[src/rtl/pulse_train_if.sv]
// Trigger/ack inputs and burst status outputs of the pulse train generator.
interface pulse_train_if #(parameter int CNT_W = 4);
  logic             trig;
  logic             ack;
  logic             pulse_out;
  logic             busy;
  logic             done;
  logic             overrun;
  logic [CNT_W-1:0] pulse_idx;

  modport master (output trig, ack, input pulse_out, busy, done, overrun, pulse_idx);
  modport slave  (input trig, ack, output pulse_out, busy, done, overrun, pulse_idx);
endinterface

[src/rtl/pulse_train_gen.sv]
// Emits a burst of N_PULSES pulses (HIGH_LEN high, LOW_LEN low) per trig rising edge,
// then holds done until ack; late triggers set a sticky overrun flag.
module pulse_train_gen #(
  parameter int N_PULSES = 4,
  parameter int HIGH_LEN = 3,
  parameter int LOW_LEN  = 2,
  parameter int CNT_W    = 4
) (
  input  logic          clk,
  input  logic          rst,
  pulse_train_if.slave  bus
);
  typedef enum logic [1:0] {IDLE, HIGH, LOW, DONE} state_t;

  localparam logic [CNT_W-1:0] HI_LAST  = CNT_W'(HIGH_LEN - 1);
  localparam logic [CNT_W-1:0] LO_LAST  = CNT_W'(LOW_LEN - 1);
  localparam logic [CNT_W-1:0] IDX_LAST = CNT_W'(N_PULSES - 1);

  state_t           state, state_n;
  logic             trig_q;
  logic [CNT_W-1:0] phase, phase_n;
  logic [CNT_W-1:0] idx, idx_n;
  logic             ovr, ovr_n;
  logic             rise;

  assign rise = bus.trig & ~trig_q;

  always_ff @(posedge clk) begin
    if (rst) begin
      state         <= IDLE;
      trig_q        <= 1'b0;
      phase         <= '0;
      idx           <= '0;
      ovr           <= 1'b0;
      bus.pulse_out <= 1'b0;
      bus.busy      <= 1'b0;
      bus.done      <= 1'b0;
    end else begin
      state         <= state_n;
      trig_q        <= bus.trig;
      phase         <= phase_n;
      idx           <= idx_n;
      ovr           <= ovr_n;
      // outputs are registered decodes of the next state
      bus.pulse_out <= (state_n == HIGH);
      bus.busy      <= (state_n == HIGH) || (state_n == LOW);
      bus.done      <= (state_n == DONE);
    end
  end

  always_comb begin
    state_n = state;
    phase_n = phase;
    idx_n   = idx;
    ovr_n   = ovr;
    unique case (state)
      IDLE: begin
        if (rise) begin
          state_n = HIGH;
          phase_n = '0;
          idx_n   = '0;
        end
      end
      HIGH: begin
        if (rise) ovr_n = 1'b1;
        if (phase == HI_LAST) begin
          phase_n = '0;
          state_n = (idx == IDX_LAST) ? DONE : LOW;
        end else begin
          phase_n = phase + 1'b1;
        end
      end
      LOW: begin
        if (rise) ovr_n = 1'b1;
        if (phase == LO_LAST) begin
          phase_n = '0;
          idx_n   = idx + 1'b1;
          state_n = HIGH;
        end else begin
          phase_n = phase + 1'b1;
        end
      end
      DONE: begin
        if (bus.ack) begin
          state_n = IDLE;
          ovr_n   = 1'b0;
        end
        // a coincident trigger edge keeps overrun set
        if (rise) ovr_n = 1'b1;
      end
      default: state_n = IDLE;
    endcase
  end

  assign bus.overrun   = ovr;
  assign bus.pulse_idx = idx;
endmodule

[src/flat_wrapper.sv]
// flat-port wrapper written by rule: the top's interface ports become plain ports
module pulse_train_gen_flat 
#(
  parameter int N_PULSES = 4,
  parameter int HIGH_LEN = 3,
  parameter int LOW_LEN  = 2,
  parameter int CNT_W    = 4
)
  (clk, rst, bus_trig, bus_ack, bus_pulse_out, bus_busy, bus_done, bus_overrun, bus_pulse_idx);
  pulse_train_if #(.CNT_W(CNT_W)) bus_i ();
  input  logic clk;
  input  logic rst;
  input wire logic [$bits(bus_i.trig)-1:0] bus_trig;
  input wire logic [$bits(bus_i.ack)-1:0] bus_ack;
  output wire logic [$bits(bus_i.pulse_out)-1:0] bus_pulse_out;
  output wire logic [$bits(bus_i.busy)-1:0] bus_busy;
  output wire logic [$bits(bus_i.done)-1:0] bus_done;
  output wire logic [$bits(bus_i.overrun)-1:0] bus_overrun;
  output wire logic [$bits(bus_i.pulse_idx)-1:0] bus_pulse_idx;
  assign bus_i.trig = bus_trig;
  assign bus_i.ack = bus_ack;
  assign bus_pulse_out = bus_i.pulse_out;
  assign bus_busy = bus_i.busy;
  assign bus_done = bus_i.done;
  assign bus_overrun = bus_i.overrun;
  assign bus_pulse_idx = bus_i.pulse_idx;
  pulse_train_gen #(.N_PULSES(N_PULSES), .HIGH_LEN(HIGH_LEN), .LOW_LEN(LOW_LEN), .CNT_W(CNT_W)) u_core (.clk(clk), .rst(rst), .bus(bus_i));
endmodule
[config.mk]
export PLATFORM = sky130hd
export DESIGN_NAME = pulse_train_gen_flat
export DESIGN_NICKNAME = d
export VERILOG_FILES = /design/src/rtl/pulse_train_if.sv /design/src/rtl/pulse_train_gen.sv /design/src/flat_wrapper.sv
export SDC_FILE = /design/constraint.sdc
export NUM_CORES = 1
export LEC_CHECK = 0
export BUFFER_PORTS_ARGS = -buffer_cell sky130_fd_sc_hd__buf_4
export CAP_MARGIN = 20
export CORE_ASPECT_RATIO = 0.9
export CORE_MARGIN = 2
export CORE_UTILIZATION = 54
export DETAILED_ROUTE_END_ITERATION = 12
export PLACE_DENSITY = 0.83
export SETUP_SLACK_MARGIN = 0.3
export SLEW_MARGIN = 30
export SYNTH_ARGS = -nofsm -noshare
export SYNTH_HDL_FRONTEND = slang
export SYNTH_SLANG_ARGS = --single-unit
[constraint.sdc]
create_clock -name clk -period 2.7 [get_ports clk]
set_input_delay 0.54 -clock clk [delete_from_list [all_inputs] [get_ports clk]]
set_output_delay 0.54 -clock clk [all_outputs]
set_load 0.1 [all_outputs]
* Yosys cells after proc, flatten, opt, wreduce, memory -nomap -nowiden
Cells that the tools add are included.
** Word-level totals
- Register bits :: 15
- Bits in latches :: 0
- RAM bits :: 0
- ROM bits :: 0
- Input bits :: 4
- Output and inout port bits :: 8
- Word-level logic and storage cells :: 50
- Memories kept :: 0
** Operators by class
- $add $sub $neg :: 2
- Multipliers :: 0
- Div/mod/pow operators :: 0
- Magnitude comparators :: 0
- Eq/ne operators :: 13
- Shift-type cells :: 0
- Mux-type cells :: 16
- Bitwise operators :: 2
- Reductions and logical operators :: 9
** Operator list (number)
- 4-bit 2-to-1 mux :: 4
- 4-bit case mux with 3 select lines :: 1
- 4-bit by 1-bit adder with 4-bit output (second input constant) :: 2
- 2-bit equality test (second input constant) :: 4
- 4-bit by 2-bit equality test with 1-bit output (second input constant) :: 2
- 2-bit 2-to-1 mux :: 4
- 2-bit case mux with 4 select lines :: 1
- 4-bit case mux with 2 select lines :: 1
- 2-bit by 1-bit != test with 1-bit output (second input constant) :: 3
- 3-bit AND reduction :: 2
- 2-bit by 1-bit equality test with 1-bit output (second input constant) :: 2
- 4-bit by 1-bit equality test with 1-bit output (second input constant) :: 1
- 1-bit 2-to-1 mux :: 4
- 2-bit nonzero test :: 2
- 3-bit by 2-bit != test with 1-bit output (second input constant) :: 1
- 3-bit nonzero test :: 1
- 2-bit zero test :: 1
- 1-bit case mux with 2 select lines :: 1
- 2-bit AND reduction :: 1
- 2-bit OR reduction :: 1
- 1-bit AND :: 1
- 1-bit logical OR :: 1
- 1-bit NOT :: 1

* Depth between registers and ports, before layout
Gate-level depths: netlist of the first run.
- Depth in word-level cells :: 6
- Depth in mapped cells :: 8
- Depth with buffers taken out :: 8

* Least setup slack after synthesis of the first run
Ideal clock, no wire load.
- Path kind :: register -> register
- Start point :: register u_core.idx[3] (netlist: u_core.bus.pulse_idx[3])
- End point :: register u_core.bus.busy
- Library setup time :: 0.126 ns
- Arrival time :: 2.275 ns
- Data required time :: 2.574 ns
- Setup slack :: 0.299 ns
- Cell stages (with the launch flop) :: 7
- Path buffers :: 0
- Period minus slack after synthesis :: 2.401 ns
- Path through :: dfxtp_1 -> nor2_1 -> and4_2 -> a2111oi_0 -> a31oi_1 -> ha_1 -> nor2_1
** Between the ends
- Cells in the longest elaborated chain, start to end :: 6
- Elaborated cells on any way between the ends :: 7
- Those cells by class :: eq/ne (3); mux (3); reduce/logical (1)
** RTL lines
- from (decl) :: RTL line pulse_train_gen.sv:22 : logic [CNT_W-1:0] idx, idx_n;
- from (signal assigned) :: RTL line pulse_train_gen.sv:42 : idx <= idx_n;
- 4-bit by 2-bit equality test with 1-bit output (*) :: RTL line pulse_train_gen.sv:68 : state_n = (idx == IDX_LAST) ? DONE : LOW;
- 1-bit 2-to-1 mux (*) :: RTL line pulse_train_gen.sv:68
- 2-bit 2-to-1 mux (*) :: RTL line pulse_train_gen.sv:66 : if (phase == HI_LAST) begin
- 2-bit case mux with 4 select lines (*) :: RTL line pulse_train_gen.sv:56 : unique case (state)
- 2-bit by 1-bit equality test with 1-bit output or 2-bit equality test (tied branches) :: RTL line pulse_train_gen.sv:46 : bus.busy <= (state_n == HIGH) || (state_n == LOW);
- 1-bit logical OR (*) :: RTL line pulse_train_gen.sv:46
- to (signal assigned) :: RTL line pulse_train_gen.sv:46
- to (decl) :: RTL line pulse_train_if.sv:12 : modport slave (input trig, ack, output pulse_out, busy, done, overrun, pulse_idx);
Every way passes the cells marked *; elsewhere a longest branch is shown, timed or not.
A chain may end at the register's enable or synchronous reset.

* Final worst setup path of the first run
- Start point :: register u_core.phase[0]
- End point :: register u_core.bus.busy
** Between the ends
- Cells in the longest elaborated chain, start to end :: 5
- Elaborated cells on any way between the ends :: 8
- Those cells by class :: eq/ne (4); mux (3); reduce/logical (1)
** RTL lines
- from (decl) :: RTL line pulse_train_gen.sv:21 : logic [CNT_W-1:0] phase, phase_n;
- from (signal assigned) :: RTL line pulse_train_gen.sv:41 : phase <= phase_n;
- 4-bit by 1-bit equality test with 1-bit output or 4-bit by 2-bit equality test with 1-bit output (tied branches) :: RTL line pulse_train_gen.sv:75, pulse_train_gen.sv:66
- 2-bit 2-to-1 mux (on tied branches) :: RTL line pulse_train_gen.sv:75, pulse_train_gen.sv:66
- 2-bit case mux with 4 select lines (*) :: RTL line pulse_train_gen.sv:56
- 2-bit by 1-bit equality test with 1-bit output or 2-bit equality test (tied branches) :: RTL line pulse_train_gen.sv:46
- 1-bit logical OR (*) :: RTL line pulse_train_gen.sv:46
Marks and branches as above.

==> results of run 1 <==
==> power breakdown <==
| part | leakage, nW | internal, W | switching (W) |
|---|---|---|---|
| registers | 0.123 | 0.000232 | 0.00000762 |
| logic | 0.241 | 0.0000399 | 0.000103 |
| clock network | 0.0177 | 0.0000552 | 0.0000794 |
| total | 0.382 | 0.000327 | 0.000190 |
==> worst max-delay path, stage by stage, from the launching register on <==
cell,delay [ps]
dfxtp_1,380
nor4b_2,470
o21bai_1,150
a2111oi_1,590
a31oi_1,90
ha_1,290
nor2_1,90
==> kinds of logic (layout without fill, tap and decap cells) <==
logic type               after synthesis  in the layout  share of synthesized area (%)
AO/OA/AOI/OAI                         31             31                           24.1
flip-flops                            15             15                           35.9
AND/OR/NAND/NOR                       37             37                           25.4
buffers and inverters                  7             20                           3.14
adder cells (fa/ha/maj)                7              7                           10.5
XOR/XNOR                               1              1                           1.05
==> routing by layer <==
metal / vias up / global-route usage, %
li1: 382 / -
met5: - / 0
met4: 0 / 11.0
met2: 26 / 36.6
met3: 7 / 2.59
met1: 345 / 25.1
==> per-stage QoR <==
step / cell area, um^2 / hold slack (ps) / cells
CTS: 960 / 483 / 126
detailed placement: 932 / 477 / 122
global placement: 932 / 460 / 122
finish: 967 / 480 / 126
global route: 967 / 495 / 126
floorplan: 838 / 470 / 98
==> worst min-delay path by stage <==
stage,startpoint,to,slack [ps],cells past startpoint
2_1_floorplan,u_core.phase[3],u_core.phase[3],470,2
3_3_place_gp,u_core.bus.overrun,u_core.bus.overrun,460,2
3_5_place_dp,u_core.bus.overrun,u_core.bus.overrun,480,2
4_1_cts,bus_trig,u_core.trig_q,480,2
5_1_grt,bus_trig,u_core.trig_q,490,2
6_report,bus_trig,u_core.trig_q,480,2
==> area by class of cell <==
type / instances / area (um^2)
Multi-Input combinational cell: 76 / 518
Fill cell: 127 / 480
Sequential cell: 15 / 302
Timing Repair Buffer: 11 / 82.6
Clock buffer: 3 / 22.5
Inverter: 5 / 18.8
Tap cell: 15 / 18.8
Clock inverter: 1 / 5.00
==> repair_timing <==
item / CTS / global route
buffers inserted: 0 / 0
gates resized for setup: 0 / 2
setup endpoints to repair: 0 / 4
==> registers in the layout, indices dropped and copies added, names as in the netlist <==
register	cells
u_core.bus.pulse_out	1
u_core.bus.pulse_idx	4
u_core.bus.overrun	1
u_core.bus.done	1
u_core.trig_q	1
u_core.state	2
u_core.bus.busy	1
u_core.phase	4
==> cell usage in the layout (no fill, tap or decap), types with 2 or more instances in the layout <==
| cell | synthesis | layout |
|---|---|---|
| nand2_1 | 5 | 5 |
| o221ai_1 | 2 | 2 |
| buf_4 | 0 | 11 |
| clkbuf_4 | 0 | 3 |
| or3_1 | 2 | 2 |
| o21bai_1 | 2 | 2 |
| nor2b_1 | 4 | 4 |
| a21oi_1 | 10 | 10 |
| nand3_1 | 4 | 4 |
| o21ai_0 | 6 | 6 |
| ha_1 | 7 | 7 |
| dfxtp_1 | 15 | 14 |
| nand2b_1 | 3 | 3 |
| and2_1 | 3 | 3 |
| inv_1 | 5 | 5 |
| nor2_1 | 8 | 8 |
==> impl_metrics.json, run 1 <==
{
  "status": "complete, no violations",
  "cts.htree.levels": 1,
  "drtIter0Drc": 18,
  "path_max_fanout": 8,
  "coreArea_um2": 1450,
  "r2r_end": "u_core.bus.busy",
  "synth_nets": 109,
  "reg2reg_depth": 6,
  "worst_pin_slew_ps": 551,
  "worstPathArrival_ps": 2350,
  "top_layer": "met4",
  "ir_drop_uv": 376,
  "gp_routability_congestion": 0.800,
  "wl_per_cell_um": 14.3,
  "cts_inserted_buffers": 3,
  "nNetsFinal": 123,
  "post-route-drc-count": 0,
  "yosys_warnings": 0,
  "synth-edff-count": 0,
  "yosysSeqAreaShare_pct": 35.9,
  "syn_inst": 98,
  "avgSynthCellArea_um2": 8.54,
  "ios": 12,
  "grt-ovfl-total": 0,
  "setup_tns_ps": 0,
  "dieWidth_um": 45.5,
  "yosys_register_bits": 15,
  "wl_met1_um": 778,
  "rrSetupSlack_ps": 590,
  "syn_to_final_growth_pct": 15.5,
  "start_util_pct": 57.8,
  "powerDensity_nw_per_um2": 534,
  "drt_first_pass_iters": 4,
  "diodes": 0,
  "numPortBuffers": 11,
  "netlist_area_um2": 837,
  "synth_top_area_share_pct": 35.9,
  "p_total_w": 0.000517,
  "grt_pass1_vias": 626,
  "maxCapViolations": 0,
  "cts_hold_buffers": 0,
  "cts_tree": "done",
  "cts.sinks": 15,
  "place_ws_ps": 362,
  "synth-main-ff-cell": "dfxtp_1",
  "clock_latency_ps": 290,
  "layout_min_cycle_time_ps": 2110,
  "met2_length_um": 881,
  "max_slew_margin_pct": 63.2,
  "finalCritPeriodShare_pct": 78.0,
  "ys_types": 34,
  "cts.clk_slew.worst_paths_ps": 100,
  "finalSetupViolCount": 0,
  "p_leak_nw": 0.382,
  "yosysTopAreaCell": "dfxtp_1",
  "hp-class": "in2reg",
  "grt_pass1_wl_um": 2730,
  "grt_max_degree": 13,
  "slew_violations": 0,
  "fmax_ghz": 0.475,
  "via_per_inst": 6.03,
  "start_kind": "flop",
  "critPathCapture": "u_core.bus.busy",
  "setup_slack_ps": 594,
  "via_count": 760,
  "grt_antenna_before_repair": 0,
  "synth_area_leaders": "dfxtp_1, ha_1, a21oi_1",
  "reg2reg_from": "u_core.phase[0]",
  "die_area_um2": 1880,
  "critPathRequiredTime_ps": 2940,
  "cts_root_buf": "clkbuf_4",
  "wl_met3_um": 84,
  "hold_viol_final": 0,
  "end_kind": "flop",
  "async_reset_ff_share_pct": 0,
  "startpoint": "u_core.phase[0]",
  "ctsLongestPathBuffers": 2,
  "drive_above_1_share_pct": 18.9,
  "grtUsageTotal_pct": 20.8,
  "wl_um": 1800,
  "clock-skew-final_ps": 5.50,
  "synth_top_cells_by_count": "dfxtp_1, a21oi_1, nor2_1",
  "synth.most_common_cell": "dfxtp_1",
  "final_util_pct": 66.8,
  "die_h_um": 41.4,
  "rsz0062_at_grt": "no",
  "ant_nets": 0,
  "critical_path_class": "reg2reg",
  "num_rows": 13,
  "dp.final_hpwl_um": 1320
}
(Power assumes the default switching activity.)
==> run 2: changes to the inputs <==
- CORE_UTILIZATION: 54 -> 49
- PLACE_DENSITY: 0.83 -> 0.8
- clock period: 2.7 -> 1.9 ns (I/O delays scaled with it)
==> run 2 against run 1 <==
  * Sequential power up 41%
  * Clock-buffer cell count is the same
  * Sequential cell count unchanged
==> impl_metrics.json, run 2 (synthesized netlist as in run 1, its figures left out) <==
{
  "status": "complete, no violations",
  "grt-ovfl-total": 0,
  "hold_viol_final": 0,
  "swShare_pct": 37.0,
  "clock-skew-final_ps": 5.43,
  "cts_inserted_buffers": 3,
  "ir_drop_uv": 488,
  "finalCritPeriodShare_pct": 95.7,
  "grtUsageTotal_pct": 22.8,
  "busiest_layer": "met2",
  "worst_pin_slew_ps": 346,
  "reg2reg_from": "u_core.phase[2]",
  "nNetsFinal": 135,
  "ios": 12,
  "post-route-drc-count": 0,
  "powerDensity_nw_per_um2": 640,
  "met1_usage_pct": 24.4,
  "worstPathArrival_ps": 2050,
  "num_rows": 14,
  "grt_max_degree": 13,
  "dp.cells": 135,
  "wl_per_cell_um": 14.9,
  "mostFrequentLayoutCells": "buf_4, nor2_1, a21oi_1",
  "dieWidth_um": 47.6,
  "end_kind": "flop",
  "clock_latency_ps": 290,
  "path_max_fanout": 5,
  "wl_um": 2190,
  "die_area_um2": 2060,
  "grt_pass1_wl_um": 3310,
  "numPortBuffers": 11,
  "maxCapViolations": 0,
  "layout_min_cycle_time_ps": 1820,
  "final_common_cell": "buf_4",
  "diodes": 0,
  "startpoint": "u_core.phase[2]",
  "grt_antenna_before_repair": 0,
  "cts.clk_slew.worst_paths_ps": 90,
  "max_slew_margin_pct": 76.9,
  "ctsLongestPathBuffers": 2,
  "regArea_um2": 330,
  "cts_tree": "done",
  "via_count": 825,
  "setup_tns_ps": 0,
  "start_util_pct": 50.8,
  "combinationalPowerShare_pct": 34.6,
  "reg2reg_depth": 5,
  "fmax_ghz": 0.550,
  "gp_routability_congestion": 0.805,
  "via_per_inst": 5.61,
  "multi_input_area_um2": 662,
  "critical_path_class": "reg2reg",
  "rsz0062_at_grt": "yes",
  "finalSetupViolCount": 0,
  "hp-class": "in2reg",
  "grt_use_met2_pct": 41.4,
  "drt_first_pass_iters": 4,
  "clkPwrFrac_pct": 23.2,
  "critPathRequiredTime_ps": 2130,
  "dp.final_hpwl_um": 1470,
  "cts_hold_buffers": 0,
  "slew_violations": 0,
  "rrSetupSlack_ps": 80,
  "r2r_end": "u_core.bus.busy",
  "ant_nets": 0,
  "coreArea_um2": 1650,
  "drtIter0Drc": 9,
  "die_h_um": 43.2,
  "critPathCapture": "u_core.bus.busy",
  "n_fill_cell": 128,
  "p_seq_share_pct": 42.2,
  "switching_power_w": 0.000296,
  "p_total_w": 0.000800,
  "power.internal_w": 0.000504,
  "cts.htree.levels": 1,
  "grt_pass1_vias": 811,
  "syn_to_final_growth_pct": 49.3,
  "layout.cells.non_filler": 147,
  "cts_root_buf": "clkbuf_4",
  "p_leak_nw": 0.461,
  "drive_above_1_share_pct": 49.6,
  "cts.sinks": 15,
  "use_met3_pct": 4.68,
  "start_kind": "flop"
}
run 2: per-layer routing:
layer / wire (um) / share of wire, %
met4: 41 / 1.9
met5: 0 / 0
met1: 929 / 42
met3: 97 / 4.4
met2: 1120 / 51
run 2: repair_timing:
action / CTS / global route
buffers inserted: 4 / 4
endpoints found under the setup margin: 9 / 12
pin swaps: 3 / 6
gates resized for setup: 9 / 10
gates cloned: 0 / 0
run 2: cell type report:
cell class	count	share of cell area, %
Multi-Input combinational cell	76	53.0
Clock inverter	1	0.400
Tap cell	24	2.40
Timing Repair Buffer	23	14.1
Sequential cell	15	26.4
Clock buffer	3	1.80
Inverter	5	1.90
run 2: power by group through the flow:
| stage | sequential, W | clock, W | combinational [W] |
|---|---|---|---|
| 2_1_floorplan | 0.000422 | 0 | 0.000102 |
| 3_3_place_gp | 0.000347 | 0 | 0.000227 |
| 5_1_grt | 0.000339 | 0.000203 | 0.000295 |
| 4_1_cts | 0.000338 | 0.000188 | 0.000240 |
| 6_report | 0.000337 | 0.000186 | 0.000277 |
| 3_5_place_dp | 0.000348 | 0 | 0.000233 |
run 2: through the flow:
step	util [%]	hold WS (ps)	cell area, um^2	setup slack (ps)
finish	75.9	315	1250	82.3
global route	75.9	335	1250	12.5
CTS	71.1	325	1170	84.0
detailed placement	66.0	476	1090	69.4
global placement	66.0	458	1090	95.0
floorplan	-	475	962	177
run 2: worst max-delay path, cell delays in order (launching register included):
cell       delay, ps
dfxtp_4          370
or4b_4           610
a2111oi_4        310
o21a_1           170
ha_1             230
nor2_1            70
run 2: worst min path at each step:
stage	from	to	slack (ps)	depth (start not counted)
finish	bus_trig	u_core.trig_q	320	2
global route	rst	u_core.phase[1]	330	2
CTS	bus_trig	u_core.trig_q	320	2
detailed placement	u_core.bus.overrun	u_core.bus.overrun	480	2
global placement	u_core.bus.overrun	u_core.bus.overrun	460	2
floorplan	u_core.phase[2]	u_core.phase[2]	470	2
